### config.mk
export PLATFORM = sky130hd
export DESIGN_NAME = direct_message_channel
export DESIGN_NICKNAME = d
export VERILOG_FILES = /design/src/rtl/direct_message_channel.sv
export SDC_FILE = /design/constraint.sdc
export NUM_CORES = 1
export LEC_CHECK = 0
export BUFFER_PORTS_ARGS = -buffer_cell sky130_fd_sc_hd__buf_2
export CORE_ASPECT_RATIO = 2
export CORE_MARGIN = 1
export CORE_UTILIZATION = 51
export CTS_BUF_LIST = sky130_fd_sc_hd__clkbuf_4 sky130_fd_sc_hd__clkbuf_8 sky130_fd_sc_hd__clkbuf_16
export CTS_CLUSTER_DIAMETER = 100
export DETAILED_ROUTE_END_ITERATION = 8
export PLACE_DENSITY = 0.75
export RECOVER_POWER = 25
export SLEW_MARGIN = 20
export SYNTH_ARGS = -nofsm -noshare
export SYNTH_HDL_FRONTEND = slang
export SYNTH_SLANG_ARGS = --single-unit
### constraint.sdc
create_clock -name clk -period 2.6 [get_ports clk]
set_input_delay 0.26 -clock clk [delete_from_list [all_inputs] [get_ports clk]]
set_output_delay 0.26 -clock clk [all_outputs]
set_load 0.02 [all_outputs]
### src/rtl/direct_message_channel.sv
// direct_message_channel: an order-preserving FIFO that carries direct messages
// [receiver, is_odd_cardinality_root, is_touching_boundary] between two
// processing units. It also tracks occupancy, a high-water mark and sticky
// overflow/underflow flags.
//
// Handshake: the sender pushes on any edge where in_valid=1 and in_is_full=0.
// The receiver pops on any edge where out_is_taken=1 and out_valid=1.
// in_is_full depends only on the stored count, so a pop in the same cycle never
// frees a slot for a push. out_data is first-word fall-through and is only
// meaningful while out_valid=1.
module direct_message_channel #(
  parameter int ADDRESS_WIDTH = 8,
  parameter int DEPTH         = 4,
  parameter int MSG_WIDTH     = ADDRESS_WIDTH + 2,
  parameter int COUNT_WIDTH   = $clog2(DEPTH + 1)
) (
  input  logic                   clk,
  input  logic                   reset,
  input  logic                   flush,
  input  logic [MSG_WIDTH-1:0]   in_data,
  input  logic                   in_valid,
  output logic                   in_is_full,
  output logic [MSG_WIDTH-1:0]   out_data,
  output logic                   out_valid,
  input  logic                   out_is_taken,
  output logic [COUNT_WIDTH-1:0] occupancy,
  output logic [COUNT_WIDTH-1:0] max_occupancy,
  output logic                   overflow_error,
  output logic                   underflow_error
);

  localparam int PTR_WIDTH = $clog2(DEPTH);
  localparam logic [COUNT_WIDTH-1:0] FULL_COUNT = COUNT_WIDTH'(DEPTH);

  logic [MSG_WIDTH-1:0]   mem [DEPTH];
  logic [PTR_WIDTH-1:0]   rd_ptr;
  logic [PTR_WIDTH-1:0]   wr_ptr;
  logic [COUNT_WIDTH-1:0] count;
  logic [COUNT_WIDTH-1:0] count_next;
  logic                   push;
  logic                   pop;

  assign in_is_full = (count == FULL_COUNT);
  assign out_valid  = (count != '0);
  assign out_data   = mem[rd_ptr];
  assign occupancy  = count;

  // Accepted transfers; flush discards anything offered in its cycle.
  assign push = in_valid & ~in_is_full & ~flush;
  assign pop  = out_is_taken & out_valid & ~flush;

  // Next stored count, also used to update the watermark.
  always_comb begin
    count_next = count;
    if (push && !pop) begin
      count_next = count + COUNT_WIDTH'(1);
    end else if (pop && !push) begin
      count_next = count - COUNT_WIDTH'(1);
    end
  end

  // Message storage; contents are not reset, only pointers/count are.
  always_ff @(posedge clk) begin
    if (push) begin
      mem[wr_ptr] <= in_data;
    end
  end

  // Pointers, count, watermark and sticky error flags.
  always_ff @(posedge clk or posedge reset) begin
    if (reset) begin
      rd_ptr          <= '0;
      wr_ptr          <= '0;
      count           <= '0;
      max_occupancy   <= '0;
      overflow_error  <= 1'b0;
      underflow_error <= 1'b0;
    end else if (flush) begin
      rd_ptr          <= '0;
      wr_ptr          <= '0;
      count           <= '0;
      max_occupancy   <= '0;
      overflow_error  <= 1'b0;
      underflow_error <= 1'b0;
    end else begin
      if (push) begin
        wr_ptr <= wr_ptr + PTR_WIDTH'(1);
      end
      if (pop) begin
        rd_ptr <= rd_ptr + PTR_WIDTH'(1);
      end
      count <= count_next;
      if (count_next > max_occupancy) begin
        max_occupancy <= count_next;
      end
      if (in_valid && in_is_full) begin
        overflow_error <= 1'b1;
      end
      if (out_is_taken && !out_valid) begin
        underflow_error <= 1'b1;
      end
    end
  end

endmodule

Yosys cells after proc, flatten, opt, wreduce, memory -nomap -nowiden

Memories as Yosys holds them, arrays and structs flattened.
Cells that the tools add are included.

Register bits: 12
RAM bits: 40
Input bits: 15
Output and inout port bits: 20
Logic and storage cells: 47
Memories kept: 1

Memories:

| memory | depth | bits a word | rd ports | clocked after memory_dff | wr ports | line | RTL |
|---|---|---|---|---|---|---|---|
| mem    | 4     | 10          | 1        | 0                        | 1        | 35   | `logic [MSG_WIDTH-1:0] mem [DEPTH];` |

$add $sub $neg: 4
$lt $le $gt $ge: 1
Eq/ne operators: 1
Mux-type cells: 15
Bitwise operators: 6
Reductions and logical operators: 13

Operators by type and width:

| kind                                                                | number |
|---|---|
| 3-bit 2-to-1 mux                                                    | 5 |
| 2-bit nonzero test                                                  | 5 |
| 2-bit 2-to-1 mux                                                    | 4 |
| 1-bit 2-to-1 mux                                                    | 6 |
| 2-bit by 1-bit adder with 2-bit output (second input constant)      | 2 |
| 1-bit AND                                                           | 4 |
| 1-bit logical AND                                                   | 4 |
| 3-bit by 1-bit adder with 3-bit output (second input constant)      | 1 |
| 3-bit equality test (second input constant)                         | 1 |
| 3-bit > comparator                                                  | 1 |
| 1-bit logical NOT                                                   | 3 |
| 3-bit nonzero test                                                  | 1 |
| 3-bit by 1-bit subtractor with 3-bit output (second input constant) | 1 |
| 1-bit inverter                                                      | 2 |

Depth between registers and ports, before layout

Word-level depth: 11
Mapped depth: 12
Gate-level depth less buffers: 11

Worst setup path before layout

Ideal clock, no wire load.

Path kind: reg-to-reg
Start: reg count[0] (netlist: occupancy[0])
End: reg max_occupancy[2]
Setup time: 94 ps
Arrival: 2613 ps
Data required time: 2506 ps
Slack: -107 ps
Stages on the path, launching flop included: 11
Buffers on the path: 1
Clock period less this slack: 2707 ps
Path through: dfrtp_1 -> inv_1 -> ha_1 -> buf_2 -> mux4_2 -> o21a_1 -> nor2_1 -> ha_1 -> a211o_1 -> and2_1 -> a211oi_1

Longest elaborated chain between the ends: 10
Elaborated cells on any way between the ends: 19
Those cells by class: add/sub (2); order compare (1); eq/ne (1); mux (4); bitwise (5); reduce/logical (6)

RTL lines:

| element                                                                 | line | RTL |
|---|---|---|
| start, declared                                                         | 38   | `logic [COUNT_WIDTH-1:0] count;` |
| start signal, assigned                                                  | 92   | `count <= count_next;` |
| 3-bit equality test                                                     | 43   | `assign in_is_full = (count == FULL_COUNT);` |
| 1-bit inverter                                                          | 49   | `assign push = in_valid & ~in_is_full & ~flush;` |
| 1-bit AND (2 in series)                                                 | 49   |  |
| 1-bit logical NOT                                                       | 57   | `end else if (pop && !push) begin` |
| 1-bit logical AND                                                       | 57   |  |
| 3-bit 2-to-1 mux                                                        | 57   |  |
| 3-bit 2-to-1 mux *                                                      | 55   | `if (push && !pop) begin` |
| 3-bit > comparator / 3-bit 2-to-1 mux (equally long branches)           | 93   | `if (count_next > max_occupancy) begin` |
| 2-bit nonzero test (no line) / 3-bit 2-to-1 mux (equally long branches) | -    |  |
| end signal, assigned                                                    | 94   | `max_occupancy <= count_next;` |
| end, declared                                                           | 27   | `output logic [COUNT_WIDTH-1:0] max_occupancy,` |

Every way passes the cells marked *; elsewhere a longest branch is shown, timed or not. The select of a mux whose other input is x is not followed.
A chain may end at the register's enable or synchronous reset.

Final worst setup path

Start: reg count[1] (netlist: occupancy[1])
End: reg max_occupancy[0]

The elaborated chain is that of the path after synthesis.

==> impl_metrics.csv <==
group,metric,value,unit
critical_path,slowest_stage,"mux4_2",
yosys,synth_top_cell_area_share,50.5,%
critical_path,r2r-end,"max_occupancy[0]",
detailed_routing,vias,1436,
yosys,yosysWarnings,0,
global_route,grt_use_met2,33.5,%
layout,areaGrowthSynthToFinish,20.2,%
critical_path,crit_buf_inv,1,
clocking,cts_sinks,52,
detailed_routing,drtIter0Drc,37,
critical_path,worstRegToRegCells,9,
run_status,status,"completed",
floorplan,num_rows,34,
critical_path,cpMostUsedCell,"ha_4",
pwr,pwr-share-clk,21.7,%
pwr,vdd_ir_drop_max,0.556,mV
critical_path,worst_setup_path_end_kind,"flip-flop",
critical_path,crit_path_start,"occupancy[1]",
layout,diodes,0,
placement,dpl_cell_area,2630,sq um
worst_hold_path,worstHoldStart,"in_data[3]",
detailed_routing,routed_wl,4.38,mm
sta,hold_viol_final,0,
critical_path,startpoint_type,"flip-flop",
pwr,power.switching,578,uW
global_route,met3_usage,3.24,%
yosys,yosys.area.top_type,"edfxtp_1",
floorplan,ios,35,
sta,clock_skew,0.00833,ns
yosys,synthArstFlopShare,23.1,%
pwr,p_leak,0.00108,uW
yosys,ys_top_cells_by_area,"edfxtp_1 (50%), dfrtp_1 (13%), mux4_2 (11%)",
clocking,clkLatencyLatePin,0.29,ns
floorplan,dieArea,4960,sq um
yosys,synthCells,154,
worst_hold_path,hold_path.class,"in -> reg",
detailed_routing,firstDrtPassIters,4,
floorplan,die_x,50.3,um
critical_path,cpLargestDelayFamily,"compound AO/OA/AOI/OAI gates",
global_route,antenna_found_initial,0,
yosys,ys.flop_type,"edfxtp_1",
sta,whs,0.192,ns
critical_path,cp_max_fo,4,
critical_path,crit_path_cell_trace,"inv_4 > ha_4 > mux4_2 > o21a_1 > nor2_4 > ha_4 > a211o_1 > and2_4 > a311oi_2",
clocking,ctsRootBufferMaster,"clkbuf_8",
layout,fill_cells,335,
sta,tns,0,ns
layout,nets,224,
pwr,p_sw_share,28.8,%
sta,relSlewSlack,52.7,%
yosys,synth_nets,179,
critical_path,cp.arrival,2.80,ns
floorplan,start_util,53.8,%
sta,post-route-period-util,99.6,%
layout,finalNonFillerCells,254,
critical_path,crit_cells,9,
global_route,grt_pass1_wl,6.80,mm
floorplan,coreArea,4420,sq um
layout,seq_area,1510,sq um
yosys,synth_area,2380,sq um
sta,fmax,386,MHz
yosys,synth_edf_count,40,
layout,drive_above_1_share,39.5,%
detailed_routing,drc,0,
pwr,p_int,1430,uW
pwr,p_per_area,701,nW/um^2
yosys,synth.ff_latch_count,52,
placement,dpl.hpwl,3.04,mm
sta,rsz0062_at_grt,"true",
global_route,grt_max_degree,15,
critical_path,max_stage_delay,0.50,ns
critical_path,path_class,"reg -> reg",
floorplan,die_h,98.6,um
clocking,ctsHtreeMaxLevel,2,
clocking,cts_tree,"yes",
global_route,grt-ovfl-total,0,
placement,dp.cells,241,
global_route,grt_busiest_layer,"met2",
yosys,syn_area_per_cell,15.5,sq um
global_route,grt_pass1_vias,1502,
placement,port_buffers,34,
critical_path,worstSetupEndpoint,"max_occupancy[0]",
job,cap_viol_max_count,0,
detailed_routing,routedWlPerCell,17.3,um
critical_path,r2r-start,"occupancy[1]",
placement,finalWeightedCongestion,0.775,
clocking,path_clk_slew,0.08,ns
pwr,sequentialPowerShare,49.2,%
critical_path,r2r_slack,0.01,ns
clocking,cts_made_buffers,5,
clocking,cts_buffer_depth,2,
layout,design_area,2860,sq um
yosys,synthTopCellsByCount,"edfxtp_1 (40), nor2_1 (14), dfrtp_1 (12), mux4_2 (12), inv_1 (11)",
global_route,groute.usage.overall,18.7,%
global_route,grtUsageMet1,19.2,%
pwr,p_comb_share,29.1,%
sta,finalMaxSlewViolations,0,
sta,setup_violations,0,
detailed_routing,vias_per_cell,5.65,
sta,tightest_slew,0.710,ns
yosys,ys_seq_area_share,63.1,%
yosys,yosysMostFrequentCell,"edfxtp_1",
layout,multi_input_comb_area,901,sq um
sta,fin_crit,2.59,ns
yosys,synth.distinct_cells,37,
detailed_routing,drtAntennaViolNets,0,
critical_path,critical_path_required,2.81,ns
-- how the worst min path moves through the flow --
| stage | cells after the start | end | slack (ns) |
|---|---|---|---|
| floorplan | 1 | max_occupancy[0] | 0.12 |
| global placement | 2 | wr_ptr[0] | 0.31 |
| detailed placement | 2 | wr_ptr[1] | 0.32 |
| CTS | 1 | mem[1][9] | 0.17 |
| global route | 1 | mem[3][5] | 0.20 |
| finish | 1 | mem[3][3] | 0.19 |
-- state kept, by name (all words and copies together), names as in the netlist --
name / count
rd_ptr: 2
occupancy: 3
overflow_error: 1
mem: 40
max_occupancy: 3
underflow_error: 1
wr_ptr: 2
-- layout by cell type, fill, tap and decap left out, types with 2 or more instances in the layout --
| cell type | count |
|---|---|
| and2_1 | 5 |
| buf_4 | 10 |
| nor2_2 | 2 |
| nand2_1 | 5 |
| ha_1 | 6 |
| ha_4 | 4 |
| clkbuf_1 | 8 |
| buf_2 | 26 |
| clkbuf_4 | 2 |
| a21oi_1 | 4 |
| dfrtp_2 | 3 |
| mux4_2 | 12 |
| xor2_1 | 2 |
| nor2_1 | 11 |
| dfrtp_1 | 9 |
| edfxtp_1 | 40 |
| o21a_1 | 2 |
| nand2b_1 | 4 |
| inv_1 | 9 |
| and2_4 | 2 |
| clkbuf_8 | 5 |
-- repair_timing --
| action | 4_1_cts | 5_1_grt |
|---|---|---|
| hold endpoints to repair | 6 | 0 |
| gates resized for setup | 2 | 17 |
| pin swaps | 1 | 11 |
| hold buffers | 1 | 0 |
| buffers inserted | 0 | 4 |
| cloned | 0 | 0 |
| setup endpoints to repair | 3 | 3 |
-- stage by stage --
| step | setup WS, ns | utilization, % | total power [uW] |
|---|---|---|---|
| final | 0.0106 | 64.7 | 2010 |
| after global routing | -0.0533 | 64.7 | 2090 |
| after CTS | -0.0129 | 61.8 | 1890 |
| after detailed placement | -0.127 | 59.4 | 1440 |
| after global placement | 0.00542 | 59.4 | 1420 |
| after floorplan | 0.00419 | - | 1320 |
-- metal layers --
layer,wire length [um],vias to the layer above
li1,-,666
met1,1500,699
met2,2490,55
met3,191,16
met4,197,0
met5,0,-
-- worst reg2reg max path, stage by stage (launching register included) --
cell,delay [ns]
dfrtp_2,0.44
inv_4,0.08
ha_4,0.16
mux4_2,0.50
o21a_1,0.24
nor2_4,0.16
ha_4,0.23
a211o_1,0.35
and2_4,0.18
a311oi_2,0.18
-- final cells by class --
type	count	share of cell area [%]
Sequential cell	52	52.6
Multi-Input combinational cell	83	31.5
Timing Repair Buffer	46	8.96
Clock buffer	7	2.93
Tap cell	54	2.36
Inverter	11	1.53
Clock inverter	1	0.131
-- power by group through the flow --
stage | sequential [uW] | clock [uW] | combinational (uW)
final | 986 | 436 | 583
after global routing | 994 | 479 | 616
after CTS | 983 | 452 | 458
after detailed placement | 1000 | 0 | 440
after global placement | 1000 | 0 | 419
after floorplan | 1010 | 0 | 306
-- logic make-up after synthesis --
group / after synthesis / synth area share [%]
and+or+nand+nor: 39 / 9.10
DFF: 52 / 63.1
buffers and inverters: 19 / 3.73
adders and majority gates: 10 / 5.26
muxes: 13 / 11.8
AOI/OAI and AO/OA: 18 / 5.94
xor gates and xnor gates: 3 / 1.10
Note: power is estimated with default switching activity, not from simulation.
